===== config.mk =====
export PLATFORM = sky130hd
export DESIGN_NAME = inst_encoder_flat
export DESIGN_NICKNAME = d
export VERILOG_FILES = /design/src/rtl/inst_encoder_if.sv /design/src/rtl/inst_encoder.sv /design/src/flat_wrapper.sv
export SDC_FILE = /design/constraint.sdc
export NUM_CORES = 1
export LEC_CHECK = 0
export BUFFER_PORTS_ARGS = -buffer_cell sky130_fd_sc_hd__buf_2
export CAP_MARGIN = 20
export CORE_ASPECT_RATIO = 1.5
export CORE_MARGIN = 1
export CORE_UTILIZATION = 59
export CTS_BUF_LIST = sky130_fd_sc_hd__clkbuf_16
export CTS_CLUSTER_DIAMETER = 100
export DETAILED_ROUTE_END_ITERATION = 6
export PLACE_DENSITY = 0.91
export SYNTH_ARGS = -nofsm -noshare
export SYNTH_HDL_FRONTEND = slang
export SYNTH_SLANG_ARGS = --single-unit

===== constraint.sdc =====
create_clock -name clock -period 3.85 [get_ports clock]
set_input_delay 0 -clock clock [delete_from_list [all_inputs] [get_ports clock]]
set_output_delay 0 -clock clock [all_outputs]
set_load 0.01 [all_outputs]

===== src/rtl/inst_encoder_if.sv =====
// rtl/inst_encoder_if.sv - request/response bundle for the RV32I instruction encoder.
interface inst_encoder_if;
  logic        io_in_valid;
  logic        io_in_ready;
  logic [3:0]  io_in_kind;
  logic [2:0]  io_in_funct3;
  logic        io_in_alt;
  logic [4:0]  io_in_rd;
  logic [4:0]  io_in_rs1;
  logic [4:0]  io_in_rs2;
  logic [31:0] io_in_imm;
  logic        io_out_valid;
  logic        io_out_ready;
  logic [31:0] io_out_inst;
  logic        io_out_illegal;
  logic [15:0] io_count;

  modport slave (
    input  io_in_valid, io_in_kind, io_in_funct3, io_in_alt,
    input  io_in_rd, io_in_rs1, io_in_rs2, io_in_imm, io_out_ready,
    output io_in_ready, io_out_valid, io_out_inst, io_out_illegal, io_count
  );

  modport master (
    output io_in_valid, io_in_kind, io_in_funct3, io_in_alt,
    output io_in_rd, io_in_rs1, io_in_rs2, io_in_imm, io_out_ready,
    input  io_in_ready, io_out_valid, io_out_inst, io_out_illegal, io_count
  );
endinterface


===== src/rtl/inst_encoder.sv =====
// rtl/inst_encoder.sv - RV32I instruction encoder with a 2-entry result FIFO and delivery counter.
// Define ENC_CSR_EN to encode SYSTEM requests as Zicsr instructions; otherwise they are illegal.
module inst_encoder (
  input  logic          clock,
  input  logic          reset,
  inst_encoder_if.slave io
);

  logic [31:0] raw_inst;
  logic [31:0] enc_inst;
  logic        enc_illegal;
  logic [6:0]  shift_funct7;
  logic        sext12;
  logic        sext13;
  logic        sext21;

  always_comb begin
    raw_inst     = 32'h0;
    enc_illegal  = 1'b0;
    shift_funct7 = (io.io_in_alt && io.io_in_funct3 == 3'd5) ? 7'h20 : 7'h00;
    sext12 = (&io.io_in_imm[31:11]) || (~|io.io_in_imm[31:11]);
    sext13 = (&io.io_in_imm[31:12]) || (~|io.io_in_imm[31:12]);
    sext21 = (&io.io_in_imm[31:20]) || (~|io.io_in_imm[31:20]);
    case (io.io_in_kind)
      4'd0: begin
        raw_inst = {(io.io_in_alt ? 7'h20 : 7'h00), io.io_in_rs2, io.io_in_rs1,
                    io.io_in_funct3, io.io_in_rd, 7'h33};
        enc_illegal = io.io_in_alt && io.io_in_funct3 != 3'd0 && io.io_in_funct3 != 3'd5;
      end
      4'd1: begin
        if (io.io_in_funct3 == 3'd1 || io.io_in_funct3 == 3'd5) begin
          raw_inst = {shift_funct7, io.io_in_imm[4:0], io.io_in_rs1,
                      io.io_in_funct3, io.io_in_rd, 7'h13};
          enc_illegal = |io.io_in_imm[31:5];
        end else begin
          raw_inst = {io.io_in_imm[11:0], io.io_in_rs1, io.io_in_funct3, io.io_in_rd, 7'h13};
          enc_illegal = !sext12;
        end
      end
      4'd2: begin
        raw_inst = {io.io_in_imm[11:0], io.io_in_rs1, io.io_in_funct3, io.io_in_rd, 7'h03};
        enc_illegal = !sext12 || io.io_in_funct3 == 3'd3 ||
                      io.io_in_funct3 == 3'd6 || io.io_in_funct3 == 3'd7;
      end
      4'd3: begin
        raw_inst = {io.io_in_imm[11:5], io.io_in_rs2, io.io_in_rs1, io.io_in_funct3,
                    io.io_in_imm[4:0], 7'h23};
        enc_illegal = !sext12 || io.io_in_funct3 > 3'd2;
      end
      4'd4: begin
        raw_inst = {io.io_in_imm[12], io.io_in_imm[10:5], io.io_in_rs2, io.io_in_rs1,
                    io.io_in_funct3, io.io_in_imm[4:1], io.io_in_imm[11], 7'h63};
        enc_illegal = io.io_in_imm[0] || !sext13 ||
                      io.io_in_funct3 == 3'd2 || io.io_in_funct3 == 3'd3;
      end
      4'd5: begin
        raw_inst = {io.io_in_imm[20], io.io_in_imm[10:1], io.io_in_imm[11],
                    io.io_in_imm[19:12], io.io_in_rd, 7'h6f};
        enc_illegal = io.io_in_imm[0] || !sext21;
      end
      4'd6: begin
        raw_inst = {io.io_in_imm[11:0], io.io_in_rs1, 3'd0, io.io_in_rd, 7'h67};
        enc_illegal = !sext12;
      end
      4'd7: raw_inst = {io.io_in_imm[31:12], io.io_in_rd, 7'h37};
      4'd8: raw_inst = {io.io_in_imm[31:12], io.io_in_rd, 7'h17};
`ifdef ENC_CSR_EN
      4'd9: begin
        // rs1 field carries the 5-bit uimm for the immediate CSR forms unchanged.
        raw_inst = {io.io_in_imm[11:0], io.io_in_rs1, io.io_in_funct3, io.io_in_rd, 7'h73};
        enc_illegal = io.io_in_funct3 == 3'd0 || io.io_in_funct3 == 3'd4;
      end
`else
      4'd9: enc_illegal = 1'b1;
`endif
      default: enc_illegal = 1'b1;
    endcase
    enc_inst = enc_illegal ? 32'h0 : raw_inst;
  end

  // Result FIFO: each entry is {illegal, inst}.
  logic [32:0] mem_q [2];
  logic [32:0] mem_d [2];
  logic        rd_ptr_q, rd_ptr_d;
  logic        wr_ptr_q, wr_ptr_d;
  logic [1:0]  occ_q, occ_d;
  logic [15:0] count_q, count_d;
  logic        push;
  logic        pop;

  assign io.io_in_ready    = occ_q != 2'd2;
  assign io.io_out_valid   = occ_q != 2'd0;
  assign io.io_out_inst    = io.io_out_valid ? mem_q[rd_ptr_q][31:0] : 32'h0;
  assign io.io_out_illegal = io.io_out_valid ? mem_q[rd_ptr_q][32] : 1'b0;
  assign io.io_count       = count_q;

  assign push = io.io_in_valid && io.io_in_ready;
  assign pop  = io.io_out_valid && io.io_out_ready;

  always_comb begin
    mem_d[0] = mem_q[0];
    mem_d[1] = mem_q[1];
    rd_ptr_d = rd_ptr_q;
    wr_ptr_d = wr_ptr_q;
    occ_d    = occ_q;
    count_d  = count_q;
    if (push) begin
      mem_d[wr_ptr_q] = {enc_illegal, enc_inst};
      wr_ptr_d        = ~wr_ptr_q;
    end
    if (pop) begin
      rd_ptr_d = ~rd_ptr_q;
      count_d  = count_q + 16'd1;
    end
    case ({push, pop})
      2'b10:   occ_d = occ_q + 2'd1;
      2'b01:   occ_d = occ_q - 2'd1;
      default: occ_d = occ_q;
    endcase
  end

  always_ff @(posedge clock or negedge reset) begin
    if (!reset) begin
      mem_q[0] <= 33'h0;
      mem_q[1] <= 33'h0;
      rd_ptr_q <= 1'b0;
      wr_ptr_q <= 1'b0;
      occ_q    <= 2'd0;
      count_q  <= 16'h0;
    end else begin
      mem_q[0] <= mem_d[0];
      mem_q[1] <= mem_d[1];
      rd_ptr_q <= rd_ptr_d;
      wr_ptr_q <= wr_ptr_d;
      occ_q    <= occ_d;
      count_q  <= count_d;
    end
  end

endmodule


===== src/flat_wrapper.sv =====
// flat-port wrapper written by rule: the top's interface ports become plain ports
module inst_encoder_flat 
  (clock, reset, io_io_in_valid, io_io_in_kind, io_io_in_funct3, io_io_in_alt, io_io_in_rd, io_io_in_rs1, io_io_in_rs2, io_io_in_imm, io_io_out_ready, io_io_in_ready, io_io_out_valid, io_io_out_inst, io_io_out_illegal, io_io_count);
  inst_encoder_if io_i ();
  input  logic clock;
  input  logic reset;
  input wire logic [$bits(io_i.io_in_valid)-1:0] io_io_in_valid;
  input wire logic [$bits(io_i.io_in_kind)-1:0] io_io_in_kind;
  input wire logic [$bits(io_i.io_in_funct3)-1:0] io_io_in_funct3;
  input wire logic [$bits(io_i.io_in_alt)-1:0] io_io_in_alt;
  input wire logic [$bits(io_i.io_in_rd)-1:0] io_io_in_rd;
  input wire logic [$bits(io_i.io_in_rs1)-1:0] io_io_in_rs1;
  input wire logic [$bits(io_i.io_in_rs2)-1:0] io_io_in_rs2;
  input wire logic [$bits(io_i.io_in_imm)-1:0] io_io_in_imm;
  input wire logic [$bits(io_i.io_out_ready)-1:0] io_io_out_ready;
  output wire logic [$bits(io_i.io_in_ready)-1:0] io_io_in_ready;
  output wire logic [$bits(io_i.io_out_valid)-1:0] io_io_out_valid;
  output wire logic [$bits(io_i.io_out_inst)-1:0] io_io_out_inst;
  output wire logic [$bits(io_i.io_out_illegal)-1:0] io_io_out_illegal;
  output wire logic [$bits(io_i.io_count)-1:0] io_io_count;
  assign io_i.io_in_valid = io_io_in_valid;
  assign io_i.io_in_kind = io_io_in_kind;
  assign io_i.io_in_funct3 = io_io_in_funct3;
  assign io_i.io_in_alt = io_io_in_alt;
  assign io_i.io_in_rd = io_io_in_rd;
  assign io_i.io_in_rs1 = io_io_in_rs1;
  assign io_i.io_in_rs2 = io_io_in_rs2;
  assign io_i.io_in_imm = io_io_in_imm;
  assign io_i.io_out_ready = io_io_out_ready;
  assign io_io_in_ready = io_i.io_in_ready;
  assign io_io_out_valid = io_i.io_out_valid;
  assign io_io_out_inst = io_i.io_out_inst;
  assign io_io_out_illegal = io_i.io_out_illegal;
  assign io_io_count = io_i.io_count;
  inst_encoder u_core (.clock(clock), .reset(reset), .io(io_i));
endmodule

# After elaboration in Yosys (flattened, before gate mapping)
# Index checks and enable logic that the tools add are counted.
classes:
  n_addsub: 3
  n_lt_le_gt_ge: 4
  eq_ne: 18
  muxes: 16
  bitwise_logic: 4
  n_reduce_logical: 36
ops:
  columns: ["cell", "count"]
  rows:
  - ["$pmux W32 S9", 1]
  - ["$mux W33", 4]
  - ["$mux W32", 3]
  - ["$bwmux W66", 1]
  - ["$demux W33 S1", 1]
  - ["$reduce_or A27 Y1", 1]
  - ["$reduce_and A21 Y1", 1]
  - ["$reduce_or A21 Y1", 1]
  - ["$reduce_and A20 Y1", 1]
  - ["$reduce_or A20 Y1", 1]
  - ["$add A16 B1 Y16 const B", 1]
  - ["$eq A4 B3 Y1 const B", 4]
  - ["$logic_or A1 B1 Y1", 12]
  - ["$mux W6", 2]
  - ["$reduce_and A12 Y1", 1]
  - ["$reduce_or A12 Y1", 1]
  - ["$eq A3 B3 Y1 const B", 3]
  - ["$eq A4 B2 Y1 const B", 2]
  - ["$pmux W1 S8", 1]
  - ["$eq A3 B2 Y1 const B", 2]
  - ["$logic_and A1 B1 Y1", 6]
  - ["$logic_not A1 Y1", 6]
  - ["$eq A4 B1 Y1 const B", 1]
  - ["$eq A4 B4 Y1 const B", 1]
  - ["18 further kinds", 23]
word_totals:
  register_bits: 86
  inputBits: 59
  out_inout_bits: 51
  wordCells: 87

# Longest topological paths before layout
depth:
  depth_word: 10
  ltp_mapped: 8
  mapped_depth_nobuf: 6

# Worst setup path before layout
# OpenSTA, ideal clock, no wires.
synth_timing:
  path_kind: "input-to-reg"
  start: "in io_io_in_imm[16]"
  end: "reg u_core.mem_q[62] (netlist bit)"
  setup_time_ns: 0.092
  arrival_ns: 1.697
  required_ns: 3.758
  slack_ns: 2.061
  cell_stages: 7
  n_path_buf: 1
  path_cell_list: "or4_1 -> nor2_2 -> a311oi_1 -> a211oi_2 -> o211ai_4 -> buf_6 -> o31ai_2"
synth_between:
  elab_chain_len: 10
  elab_cells_between_ends: 22
  classes_between: "mux (4); reduce/logical (18)"
synth_lines:
  columns: ["element", "line_no", "source"]
  rows:
  - ["start: declaration", "flat_wrapper.sv:14", "input wire logic [$bits(io_i.io_in_imm)-1:0] io_io_in_imm;"]
  - ["$reduce_or A21 Y1 or $reduce_or A20 Y1 (tied branches)", "inst_encoder.sv:21, inst_encoder.sv:22", null]
  - ["$logic_not A1 Y1, on equally long branches", "inst_encoder.sv:21, inst_encoder.sv:22", null]
  - ["$logic_or A1 B1 Y1, on equally long branches", "inst_encoder.sv:21, inst_encoder.sv:22", null]
  - ["$logic_not A1 Y1, on equally long branches", null, null]
  - ["$logic_or A1 B1 Y1, on equally long branches (2 in series)", "inst_encoder.sv:42, inst_encoder.sv:53", null]
  - ["$logic_or A1 B1 Y1, on equally long branches", "inst_encoder.sv:43, inst_encoder.sv:54", null]
  - ["$pmux W1 S8 (*)", "inst_encoder.sv:24", "case (io.io_in_kind)"]
  - ["$mux W32 (*)", "inst_encoder.sv:78", "enc_inst = enc_illegal ? 32'h0 : raw_inst;"]
  - ["$bwmux W66 (*)", "inst_encoder.sv:108", "mem_d[wr_ptr_q] = {enc_illegal, enc_inst};"]
  - ["end: declaration", "inst_encoder.sv:82", "logic [32:0] mem_q [2];"]
# Mark *: on every way between the ends. The rest lies on a longest branch, timed or not.
# A chain may end at the register's enable or synchronous reset.

# Final worst setup path
layout_timing:
  start: "in io_io_in_kind[0]"
  end: "reg u_core.mem_q[1] (netlist bit)"
layout_between:
  elab_chain_len: 5
  elab_cells_between_ends: 14
  classes_between: "eq/ne (8); mux (4); reduce/logical (2)"
layout_lines:
  columns: ["element", "line_no", "source"]
  rows:
  - ["start: declaration", "flat_wrapper.sv:8", "input wire logic [$bits(io_i.io_in_kind)-1:0] io_io_in_kind;"]
  - ["$eq A4 B3 Y1 or $eq A4 B4 Y1 (tied branches)", "inst_encoder.sv:24", null]
  - ["$reduce_or A2 Y1 (no source line)", null, null]
  - ["$pmux W1 S8", "inst_encoder.sv:24", null]
  - ["$mux W32 (*)", "inst_encoder.sv:78", null]
  - ["$bwmux W66 (*)", "inst_encoder.sv:108", null]
# Marked as above.

==> results.yml <==
routing:
  antenna_left: 0
  via_count: 4699
  dr.first_iter.drc_count: 390
  via_per_inst: 6.41
  top_layer: "met4"
  drt-total-wl_mm: 13.5
  drc_errors: 0
  wl_per_cell_um: 18.3
  firstDrtPassIters: 6
  wl_met2_mm: 6.76
  wl_met1_mm: 5.34
  wl_met3_um: 725
cts:
  clock_sinks: 84
  clk_pin_slew_ns: 0.06
  cts_resized: 0
  cts_htree_levels: 3
  clockBufferDepth: 2
  root_buffer: "clkbuf_16"
  cts_buffers: 9
  clock_latency_ns: 0.34
  cts_tree: "built"
logic_synthesis:
  synth_area_leaders: "dfrtp_1 42%, mux2i_1 7.7%, o31ai_1 7.3%"
  synth_area_mm2: 0.00495
  synth_fp_nets: 599
  synth_edf_count: 0
  ys_seq_elements: 84
  synth_flop_cell: "dfrtp_1"
  synthCells: 538
  yosys.area.top_type_share_pct: 42.4
  synth_cell_types: 53
  async_reset_ff_share_pct: 100
  yosysWarnings: 0
  synth-seq-area-share_pct: 42.4
  syn_area_per_cell_um2: 9.21
  yosys.area.top_type: "dfrtp_1"
job:
  cap_violations: 0
timing:
  setup_ws_ns: 1.49
  finalClockSkew_ns: 0.00807
  finalCritPeriodShare_pct: 61.2
  hold_viol: 0
  slew_headroom_pct: 31.1
  finalCriticalPeriod_ns: 2.36
  slew_viol_final: 0
  tightest_slew_ns: 1.03
  setup_viol: 0
  setup_tns_ns: 0
  rsz0062_at_grt: "false"
  max_freq_mhz: 424
worst_setup_path:
  slowest_delay_ns: 0.57
  regToRegStartpoint: "u_core.occ_q[0]"
  start_kind: "input pin"
  path_common_cell: "o21ai_0"
  r2r_slack_ns: 1.69
  reg2reg_depth: 6
  slowest_stage: "nor4bb_1"
  worstPathMaxFanout: 54
  crit_chain: "buf_2 > nor4bb_1 > o31ai_1 > o21ai_0 > a211oi_2 > o211ai_4 > buf_4 > o21ai_0"
  crit_arrival_ns: 2.53
  cp.required_ns: 4.02
  reg2reg_to: "u_core.mem_q[35]"
  crit_type: "in2reg"
  crit_path_end_kind: "flop"
placement:
  port_buffers: 109
  hpwlAfterDp_mm: 9.25
  pre_cts_slack_ns: 1.25
  dp_cells: 715
  globalplace.congestion: 0.926
power_and_ir_drop:
  power_leakage_nw: 2.72
  powerDensity_mw_per_mm2: 610
  peakVddDrop_mv: 0.362
floorplan:
  die_y_um: 114
  core_mm2: 0.00806
  fp.dieArea_mm2: 0.00877
  io_pins: 110
  start_util_pct: 61.5
  std_cell_rows: 40
  die_w_um: 76.8
hold_path:
  hold_end: "u_core.wr_ptr_q"
  hold_path_class: "in2reg"
  worst_hold_path.num_cells: 4
  min_from: "io_io_in_valid"
global_routing:
  grt_first_pass_wirelength_mm: 21.7
  grt-ovfl-total: 0
  grt_max_degree: 85
  grt_use_total_pct: 31.7
  antenna_found_initial: 0
  grt_pass1_vias: 4450
final_layout:
  num-fill-cells: 591
  synthToLayoutAreaGrowth_pct: 17.0
  final_cells: 733
  antennaDiodeCount: 0
  layout-drive-gt1-share_pct: 24.2
  fin_nets: 684
status:
  run_status: "finished, final reports clean"
==> layout by cell type (no fill, tap or decap), drive strengths merged, types with 2 or more instances in the layout <==
master,count
xor2,7
nor4,4
a22oi,14
ha,2
nand4,9
clkinv,2
xnor2,13
nor2b,8
a211oi,11
and3,2
a21oi,21
nand2,91
a221oi,8
o21ai,9
clkbuf,9
inv,12
nor2,51
mux2,3
buf,114
o41ai,3
nand3,10
o22a,8
dfrtp,84
nor3,6
or4,2
a311oi,6
mux2i,38
nand2b,3
a31oi,3
o31ai,58
==> cells by family after synthesis <==
logic type / synth area share [%]
AO/OA/AOI/OAI: 23.5
XOR/XNOR: 3.54
adder cells (fa/ha/maj): 0.505
multiplexers: 8.36
AND/OR/NAND/NOR: 17.1
buffers and inverters: 4.57
flip-flops: 42.4
==> power breakdown <==
group          internal, mW  switching [mW]
Sequential             1.16           0.277
Combinational         0.530           0.750
Clock                 0.448           0.376
==> cells in the mapped netlist (2+ instances only) <==
cell type / instances
a211oi_1: 10
a21oi_1: 21
a221oi_1: 8
a22oi_1: 14
a311oi_1: 6
a31oi_1: 3
and3_1: 2
buf_1: 6
buf_6: 5
clkbuf_1: 28
dfrtp_1: 84
ha_1: 2
inv_1: 7
mux2_2: 3
mux2i_1: 38
nand2_1: 91
nand2b_1: 3
nand3_1: 10
nand4_1: 9
nor2_1: 50
nor2b_1: 8
nor3_1: 5
nor4_1: 4
o21ai_0: 9
o22a_1: 8
o31ai_1: 48
o31ai_2: 10
o41ai_1: 2
or4_1: 2
xnor2_1: 13
xor2_1: 7
==> routing by layer <==
layer | track usage [%] | vias to the layer above
met5 | 0 | -
met4 | 18.5 | 0
met3 | 3.90 | 49
met2 | 54.4 | 232
met1 | 38.1 | 2263
li1 | - | 2155
==> worst max-delay path: cells and delay by family <==
| family | cells | cell delay, ns |
|---|---|---|
| AOI/OAI and AO/OA | 5 | 0.88 |
| buffers and inverters | 2 | 1.05 |
| and+or+nand+nor | 1 | 0.57 |
==> how the worst max path moves through the flow <==
stage	to	slack [ns]	start	cells past startpoint
floorplan	u_core.mem_q[62]	2.06	io_io_in_imm[16]	7
global placement	u_core.mem_q[34]	1.29	io_io_in_kind[0]	8
detailed placement	u_core.mem_q[34]	1.25	io_io_in_kind[0]	8
CTS	u_core.mem_q[1]	1.55	io_io_in_kind[0]	8
global route	u_core.mem_q[1]	1.37	io_io_in_kind[0]	8
finish	u_core.mem_q[1]	1.49	io_io_in_kind[0]	8
==> sequential cells by signal (all words and copies together) (netlist names) <==
signal,flops
u_core.mem_q,64
u_core.io.io_count,16
u_core.occ_q,2
u_core.rd_ptr_q,1
u_core.wr_ptr_q,1
==> metrics by stage <==
stage          cell area, um^2  util [%]  hold slack [ns]  power [mW]
4_1_cts                   5770      71.6          0.00463        3.54
3_5_place_dp              5480      68.0            0.249        2.70
5_1_grt                   5790      71.9           0.0643        3.74
3_3_place_gp              5480      68.0            0.226        2.63
2_1_floorplan             4950         -           -0.296        2.27
6_report                  5790      71.9           0.0127        3.54
==> final cells by class <==
type                    count  area, um^2  area share [%]
clock buffers               9         225            3.89
clock inverters             7        56.3           0.972
inverters                   8        30.0           0.518
multi-input cells         405        2630            45.4
flip-flops and latches     84        2100            36.3
well taps                 105         131            2.27
repair buffers            115         616            10.6
==> timing repair <==
action | 4_1_cts | 5_1_grt
hold endpoints to repair | 84 | 0
hold buffers | 1 | 0
buffers inserted | 0 | 0
No activity file was read; power rests on OpenSTA's default activity.
